$ cat src/rtl/l_step_dispatch_octa_if.sv
// Lane start/finished handshake bundle for the eight-lane step dispatcher.
//   go            PS start request
//   clear         synchronous soft clear
//   lane_finished per-lane completion, bit i = lane i
//   lane_start    one-cycle broadcast start pulse
//   l_step        completed-step count
//   busy          a run is in progress
//   all_done      run complete, held until clear
//   timeout_err   sticky watchdog error
// Modport slave is the dispatcher; modport master is the PS/lane side.
interface l_step_dispatch_octa_if #(
    parameter int unsigned DATA_WIDTH = 32
);
    logic                  go;
    logic                  clear;
    logic [7:0]            lane_finished;
    logic [7:0]            lane_start;
    logic [DATA_WIDTH-1:0] l_step;
    logic                  busy;
    logic                  all_done;
    logic                  timeout_err;

    modport master (
        output go, clear, lane_finished,
        input  lane_start, l_step, busy, all_done, timeout_err
    );

    modport slave (
        input  go, clear, lane_finished,
        output lane_start, l_step, busy, all_done, timeout_err
    );
endinterface

$ cat src/rtl/l_step_dispatch_octa.sv
// Step dispatcher for the eight-lane diffusion array.
// On go it broadcasts a start pulse to all lanes, gathers each lane's finished bit into a
// sticky mask and advances l_step once all eight have reported, repeating MAX_STEPS times,
// then holds all_done until clear.
// Ports:
//   clk    single clock, posedge
//   rst_n  asynchronous active-low reset
//   bus    l_step_dispatch_octa_if.slave (go, clear, lane_finished in;
//          lane_start, l_step, busy, all_done, timeout_err out)
// Optional feature: define L_STEP_TIMEOUT_EN to enable the per-step watchdog
// (TIMEOUT_CYCLES WAIT cycles); without it timeout_err is constant 0.
module l_step_dispatch_octa #(
    parameter int unsigned DATA_WIDTH     = 32,
    parameter int unsigned MAX_STEPS      = 7,
    parameter int unsigned TIMEOUT_CYCLES = 65535
) (
    input logic                  clk,
    input logic                  rst_n,
    l_step_dispatch_octa_if.slave bus
);

    typedef enum logic [2:0] {
        StIdle,
        StLaunch,
        StArm,
        StWait,
        StAdvance,
        StDone
    } state_e;

    localparam logic [DATA_WIDTH-1:0] LastStep = DATA_WIDTH'(MAX_STEPS);

    state_e                state_q, state_d;
    logic [7:0]            done_mask_q;
    logic [7:0]            mask_next;
    logic                  mask_full;
    logic [DATA_WIDTH-1:0] l_step_q;
    logic [DATA_WIDTH-1:0] l_step_inc;
    logic [7:0]            lane_start_q;
    logic                  busy_q;
    logic                  all_done_q;
    logic                  timeout_hit;

    assign mask_next  = done_mask_q | bus.lane_finished;
    assign mask_full  = (mask_next == 8'hFF);
    assign l_step_inc = l_step_q + DATA_WIDTH'(1);

`ifdef L_STEP_TIMEOUT_EN
    localparam int unsigned CntW = $clog2(TIMEOUT_CYCLES + 1);

    logic [CntW-1:0] wait_cnt_q;
    logic            timeout_err_q;

    // Completion in the same cycle as the limit is treated as a normal finish.
    assign timeout_hit = (state_q == StWait) && !mask_full
                         && ((wait_cnt_q + CntW'(1)) == CntW'(TIMEOUT_CYCLES));

    always_ff @(posedge clk or negedge rst_n) begin
        if (!rst_n) begin
            wait_cnt_q    <= '0;
            timeout_err_q <= 1'b0;
        end else if (bus.clear) begin
            wait_cnt_q    <= '0;
            timeout_err_q <= 1'b0;
        end else begin
            if (state_q == StLaunch) begin
                wait_cnt_q <= '0;
            end else if (state_q == StWait) begin
                wait_cnt_q <= wait_cnt_q + CntW'(1);
            end
            if (timeout_hit) begin
                timeout_err_q <= 1'b1;
            end
        end
    end

    assign bus.timeout_err = timeout_err_q;
`else
    assign timeout_hit     = 1'b0;
    // The watchdog limit has no effect in this build.
    assign bus.timeout_err = (TIMEOUT_CYCLES == 0) ? 1'b0 : 1'b0;
`endif

    always_comb begin
        state_d = state_q;
        if (bus.clear) begin
            state_d = StIdle;
        end else begin
            unique case (state_q)
                StIdle: begin
                    if (bus.go) begin
                        state_d = (MAX_STEPS == 0) ? StDone : StLaunch;
                    end
                end
                StLaunch:  state_d = StArm;
                // Guard cycle: finished bits left over from the previous step are dropped.
                StArm:     state_d = StWait;
                StWait: begin
                    if (mask_full) begin
                        state_d = StAdvance;
                    end else if (timeout_hit) begin
                        state_d = StDone;
                    end
                end
                StAdvance: state_d = (l_step_inc == LastStep) ? StDone : StLaunch;
                StDone:    state_d = StDone;
                default:   state_d = StIdle;
            endcase
        end
    end

    // Outputs are registered from the next state so they line up with the state register.
    always_ff @(posedge clk or negedge rst_n) begin
        if (!rst_n) begin
            state_q      <= StIdle;
            done_mask_q  <= 8'h00;
            l_step_q     <= '0;
            lane_start_q <= 8'h00;
            busy_q       <= 1'b0;
            all_done_q   <= 1'b0;
        end else begin
            state_q      <= state_d;
            lane_start_q <= (state_d == StLaunch) ? 8'hFF : 8'h00;
            busy_q       <= state_d inside {StLaunch, StArm, StWait, StAdvance};
            all_done_q   <= (state_d == StDone);
            if (bus.clear) begin
                done_mask_q <= 8'h00;
                l_step_q    <= '0;
            end else begin
                if (state_q == StLaunch) begin
                    done_mask_q <= 8'h00;
                end else if (state_q == StWait) begin
                    done_mask_q <= mask_next;
                end
                if (state_q == StAdvance) begin
                    l_step_q <= l_step_inc;
                end
            end
        end
    end

    assign bus.lane_start = lane_start_q;
    assign bus.l_step     = l_step_q;
    assign bus.busy       = busy_q;
    assign bus.all_done   = all_done_q;

endmodule

$ cat src/flat_wrapper.sv
// flat-port wrapper written by rule: the top's interface ports become plain ports
module l_step_dispatch_octa_flat 
#(
    parameter int unsigned DATA_WIDTH     = 32,
    parameter int unsigned MAX_STEPS      = 7,
    parameter int unsigned TIMEOUT_CYCLES = 65535
)
  (clk, rst_n, bus_go, bus_clear, bus_lane_finished, bus_lane_start, bus_l_step, bus_busy, bus_all_done, bus_timeout_err);
  l_step_dispatch_octa_if #(.DATA_WIDTH(DATA_WIDTH)) bus_i ();
  input logic clk;
  input logic rst_n;
  input wire logic [$bits(bus_i.go)-1:0] bus_go;
  input wire logic [$bits(bus_i.clear)-1:0] bus_clear;
  input wire logic [$bits(bus_i.lane_finished)-1:0] bus_lane_finished;
  output wire logic [$bits(bus_i.lane_start)-1:0] bus_lane_start;
  output wire logic [$bits(bus_i.l_step)-1:0] bus_l_step;
  output wire logic [$bits(bus_i.busy)-1:0] bus_busy;
  output wire logic [$bits(bus_i.all_done)-1:0] bus_all_done;
  output wire logic [$bits(bus_i.timeout_err)-1:0] bus_timeout_err;
  assign bus_i.go = bus_go;
  assign bus_i.clear = bus_clear;
  assign bus_i.lane_finished = bus_lane_finished;
  assign bus_lane_start = bus_i.lane_start;
  assign bus_l_step = bus_i.l_step;
  assign bus_busy = bus_i.busy;
  assign bus_all_done = bus_i.all_done;
  assign bus_timeout_err = bus_i.timeout_err;
  l_step_dispatch_octa #(.DATA_WIDTH(DATA_WIDTH), .MAX_STEPS(MAX_STEPS), .TIMEOUT_CYCLES(TIMEOUT_CYCLES)) u_core (.clk(clk), .rst_n(rst_n), .bus(bus_i));
endmodule
$ cat config.mk
export PLATFORM = sky130hd
export DESIGN_NAME = l_step_dispatch_octa_flat
export DESIGN_NICKNAME = d
export VERILOG_FILES = /design/src/rtl/l_step_dispatch_octa_if.sv /design/src/rtl/l_step_dispatch_octa.sv /design/src/flat_wrapper.sv
export SDC_FILE = /design/constraint.sdc
export NUM_CORES = 1
export LEC_CHECK = 0
export ABC_AREA = 0
export CORE_MARGIN = 2
export CORE_UTILIZATION = 53
export DETAILED_ROUTE_END_ITERATION = 10
export GPL_TIMING_DRIVEN = 0
export PLACE_DENSITY = 0.82
export SETUP_SLACK_MARGIN = 0.5
export SLEW_MARGIN = 20
export SYNTH_ARGS = -nofsm -noshare
export SYNTH_HDL_FRONTEND = slang
export SYNTH_SLANG_ARGS = --single-unit
$ cat constraint.sdc
create_clock -name clk -period 2.7 [get_ports clk]
set_input_delay 0.54 -clock clk [delete_from_list [all_inputs] [get_ports clk]]
set_output_delay 0.54 -clock clk [all_outputs]
set_load 0.005 [all_outputs]
==> impl_table.tex <==
\begin{tabular}{lr}
\hline
Metric & Value \\
\hline
\multicolumn{2}{l}{\textbf{Drt}} \\
\quad Routed Antenna Nets & 0 \\
\quad Total Routed Length & 8.14 mm \\
\quad Vias after detailed routing & 3020 \\
\quad Routed length per placed instance & 15.6 um \\
\quad First-pass detailed-route iteration total & 4 \\
\quad DRT iter0 DRCs & 159 \\
\quad Average vias per placed instance & 5.79 \\
\quad DRC violation count after routing & 0 \\
\multicolumn{2}{l}{\textbf{CTS}} \\
\quad Hold-fix buffer count after cts & 0 \\
\quad TritonCTS clock tree & yes \\
\quad Max H-tree Level & 2 \\
\quad Maximum root-to-sink buffer count & 2 \\
\quad Buffer type at the clock tree root & sky130\_fd\_sc\_hd\_\_clkbuf\_8 \\
\quad Number of buffers inserted during clock tree synthesis & 5 \\
\quad Post-CTS clock slew at the launch and capture registers of the worst setup and hold paths & approximately 0.09 ns \\
\quad \# clock sinks & 46 \\
\quad Clock network latency to the later pin of the worst-skew pair & 0.31 ns \\
\multicolumn{2}{l}{\textbf{Timing}} \\
\quad Upper clock frequency limit & 400 MHz \\
\quad Relative slew margins & 0.607 \\
\quad Final Hold Viols & 0 \\
\quad Worst slew pin tran & 0.590 ns \\
\quad Setup violators final & 0 \\
\quad Final Max Slew Viols & 0 \\
\quad Final min period & 2.50 ns \\
\quad Crit path setup slack, layout & 0.199 ns \\
\quad Setup skew after layout & about 0.011 ns \\
\quad Share of the clock period used by the worst path & 0.926 \\
\quad Tightest hold margin & about 0.21 ns \\
\quad Setup repair after global routing missed its margin & true \\
\multicolumn{2}{l}{\textbf{Critical path}} \\
\quad Worst path arrival time & about 2.7 ns \\
\quad Data required time at the worst endpoint & roughly 2.9 ns \\
\quad Setup CP Type & flip-flop to flip-flop \\
\quad Cell count of the worst reg-to-reg path & 7 \\
\quad Highest fanout seen on the critical path & 7 \\
\quad Crit. End Element & flip-flop \\
\quad Setup crit start kind & flip-flop \\
\multicolumn{2}{l}{\textbf{Power}} \\
\quad Leakage dissipation & 1.62 nW \\
\quad Internal power & 1.04 mW \\
\quad Total power density per cell area & 326 mW/mm2 \\
\quad Overall power consumption & 1.35 mW \\
\quad Part of the total power dissipated in sequential elements & 0.524 \\
\quad Sw frac & 0.234 \\
\quad Clock power share & 0.380 \\
\quad Sw power & roughly 0.32 mW \\
\quad Combinational group share of total power & 0.096 \\
\quad Worst voltage drop across the vdd grid & roughly 0.25 mV \\
\multicolumn{2}{l}{\textbf{GRT}} \\
\quad Initial antenna violation count & 0 \\
\quad Number of global-route vias before repair & between 2000 and 3000 \\
\quad Leftover overflow at the end of global routing & 0 \\
\quad Pin count of the biggest net entering global routing & 26 \\
\quad Aggregate global-route resource usage & 0.273 \\
\quad Global-route wire length before repair & between 10 and 15 mm \\
\multicolumn{2}{l}{\textbf{Floorplan}} \\
\quad Die outline width & 79.4 um \\
\quad Starting density of the core & 0.547 \\
\quad Chip Height & 79.4 um \\
\quad Placeable core region & 0.00551 mm2 \\
\quad Area of the die & roughly 0.0063 mm2 \\
\quad Total I/O pin count & 55 \\
\quad Standard-cell row count & 27 \\
\multicolumn{2}{l}{\textbf{Place}} \\
\quad GPL Wtd Cong & approximately 0.95 \\
\quad Instance area at placement & 0.00370 mm2 \\
\quad Port bufs & 53 \\
\quad Worst slack, placed & 0.00157 ns \\
\quad HPWL after detailed placement & 5.56 mm \\
\multicolumn{2}{l}{\textbf{Yosys}} \\
\quad Top cell type by total area after synthesis & sky130\_fd\_sc\_hd\_\_dfrtp\_1 \\
\quad Fraction of synthesis flops using an asynchronous set or reset pin & 1.00 \\
\quad Post-synthesis area per instance & 8.21 um2 \\
\quad Top FF cell, synth & sky130\_fd\_sc\_hd\_\_dfrtp\_1 \\
\quad Count of synthesis-stage warnings from yosys & 0 \\
\quad Number of standard cells after synthesis & 367 \\
\quad Post-synthesis cell type count & 51 \\
\quad Number of flops mapped to enable cells by yosys & 0 \\
\quad Cell Area, Synth & 0.00301 mm2 \\
\quad Flip-flop and latch count after synthesis & 46 \\
\quad Top-area cell type share of the netlist area & 0.382 \\
\quad Largest cells by area after synthesis & sky130\_fd\_sc\_hd\_\_dfrtp\_1 (38\%), sky130\_fd\_sc\_hd\_\_nor2\_1 (8.3\%), sky130\_fd\_sc\_hd\_\_xnor2\_1 (7.8\%) \\
\quad Sequential element share of the synthesized area & 0.382 \\
\quad Syn nets & 381 \\
\multicolumn{2}{l}{\textbf{Final layout}} \\
\quad Layout cell share with drive strength beyond 1 & 0.211 \\
\quad Post-route standard cell area excluding fillers & 0.00415 mm2 \\
\quad Number of nets in the layout & 463 \\
\quad Antenna diodes & 0 \\
\quad Area overhead of the layout relative to synthesis & 37.8\% \\
\multicolumn{2}{l}{\textbf{Worst hold path}} \\
\quad Type of the worst min-delay path & primary input to asynchronous set/reset pin \\
\multicolumn{2}{l}{\textbf{Run}} \\
\quad Count of maximum capacitance violations & 0 \\
\multicolumn{2}{l}{\textbf{Run status}} \\
\quad Outcome & finished clean \\
\hline
\end{tabular}
==> Yosys cell counts (all sizes together), types with 2 or more instances <==
library cell / count
a21oi: 19
xor2: 12
o21a: 2
nand2: 29
mux2i: 3
clkbuf: 15
nand3: 20
o31ai: 3
nor4: 12
nor3: 16
o21ai: 8
nand4: 16
nor2: 67
o41ai: 2
xnor2: 27
nor4b: 2
buf: 18
a31oi: 3
o22ai: 4
ha: 2
inv: 7
or3: 8
a211oi: 3
or2: 3
a41oi: 2
a21o: 2
dfrtp: 46
==> registers in the layout, indices dropped and copies added (netlist names) <==
name / flops
u_core.bus.l_step: 32
u_core.bus.all_done: 1
u_core.state_q: 3
u_core.bus.busy: 1
u_core.bus.lane_start: 1
u_core.done_mask_q: 8
==> metal layers <==
metal,vias up,global-route usage,share of wire
li1,1442,-,-
met1,1463,0.360,0.46
met2,96,0.456,0.47
met3,19,0.0509,0.051
met4,0,0.0845,0.021
met5,-,0,0
==> cell families (layout without fill, tap and decap cells) <==
logic type	count (synthesis)	in the layout	share of synthesized area
xor+xnor	39	39	0.113
buf+inv	40	123	0.0640
compound gates	54	54	0.118
fa+ha+maj	2	2	0.00830
simple gates	182	182	0.304
flops	46	46	0.382
mux	3	3	0.00997
other cells	1	1	0.00124
==> through the flow <==
step | setup TNS [ns] | std cells | utilization
after global placement | -5.79 | 492 | 0.668
after floorplan | 0 | 367 | -
after CTS | 0 | 520 | 0.740
after detailed placement | 0 | 493 | 0.672
final | 0 | 522 | 0.754
after global routing | 0 | 522 | 0.754
==> layout by cell type, fill, tap and decap left out, types with 3 or more instances in the layout <==
cell	netlist	routed
sky130_fd_sc_hd__o21ai_0	7	7
sky130_fd_sc_hd__a21oi_1	19	19
sky130_fd_sc_hd__xnor2_1	27	27
sky130_fd_sc_hd__buf_6	0	5
sky130_fd_sc_hd__dfrtp_2	0	7
sky130_fd_sc_hd__clkbuf_8	0	5
sky130_fd_sc_hd__dfrtp_1	46	39
sky130_fd_sc_hd__clkbuf_2	0	6
sky130_fd_sc_hd__or3_1	8	8
sky130_fd_sc_hd__nor4_1	11	8
sky130_fd_sc_hd__inv_1	7	7
sky130_fd_sc_hd__buf_4	8	33
sky130_fd_sc_hd__nor3_2	2	3
sky130_fd_sc_hd__nor2_4	0	3
sky130_fd_sc_hd__nand3_1	19	18
sky130_fd_sc_hd__o22ai_1	4	4
sky130_fd_sc_hd__nor4_2	1	3
sky130_fd_sc_hd__nor3_1	14	11
sky130_fd_sc_hd__xor2_1	12	12
sky130_fd_sc_hd__nor2_1	67	62
sky130_fd_sc_hd__nand2_1	29	28
sky130_fd_sc_hd__clkbuf_1	15	7
sky130_fd_sc_hd__nand4_1	15	15
sky130_fd_sc_hd__clkdlybuf4s50_1	0	52
==> layout make-up <==
cell class              count  area [um2]
repair buffers             75         714
flip-flops and latches     46        1160
clock buffers               5        68.8
fillers                   433        1350
inverters                   7        26.3
multi-input cells         281        1830
clock inverters             3        40.0
plain buffers              33         219
well taps                  72        90.1
==> worst max-delay path, stage by stage, from the launching register on <==
cell,delay (ns)
sky130_fd_sc_hd__dfrtp_2,0.47
sky130_fd_sc_hd__nand4_4,0.15
sky130_fd_sc_hd__or4_4,0.56
sky130_fd_sc_hd__nor2_4,0.17
sky130_fd_sc_hd__nand4b_1,0.15
sky130_fd_sc_hd__a2111oi_2,0.37
sky130_fd_sc_hd__nand4_1,0.26
sky130_fd_sc_hd__nor4bb_2,0.25
==> path summary, 6_finish.rpt <==
check / startpoint / to / slack [ns]
setup / recovery: u_core.bus.l_step[4]$_DFFE_PN0P_ / u_core.bus.lane_start[6]$_DFF_PN0_ / 0.20
hold / removal: rst_n / u_core.bus.l_step[5]$_DFFE_PN0P_ / 0.21
setup reg to reg: u_core.bus.l_step[4]$_DFFE_PN0P_ / u_core.bus.lane_start[6]$_DFF_PN0_ / 0.20
hold reg to reg: u_core.done_mask_q[1]$_DFFE_PN0P_ / u_core.done_mask_q[1]$_DFFE_PN0P_ / 0.50
max in group asynchronous: rst_n / u_core.bus.l_step[0]$_DFFE_PN0P_ / 1.99
min in group clk: u_core.done_mask_q[1]$_DFFE_PN0P_ / u_core.done_mask_q[1]$_DFFE_PN0P_ / 0.50
==> power by group through the flow <==
stage,sequential [mW],clock (mW),combinational (mW)
finish,0.710,0.515,0.130
global route,0.712,0.552,0.145
CTS,0.709,0.523,0.130
detailed placement,0.723,0,0.129
global placement,0.722,0,0.122
floorplan,0.722,0,0.0602
==> what timing repair did <==
| action | CTS | global route |
|---|---|---|
| pin swaps | 9 | 3 |
| buffers inserted | 19 | 2 |
| resized for setup | 31 | 15 |
| setup endpoints to repair | 13 | 17 |
No activity file was read; power rests on OpenSTA's default activity.
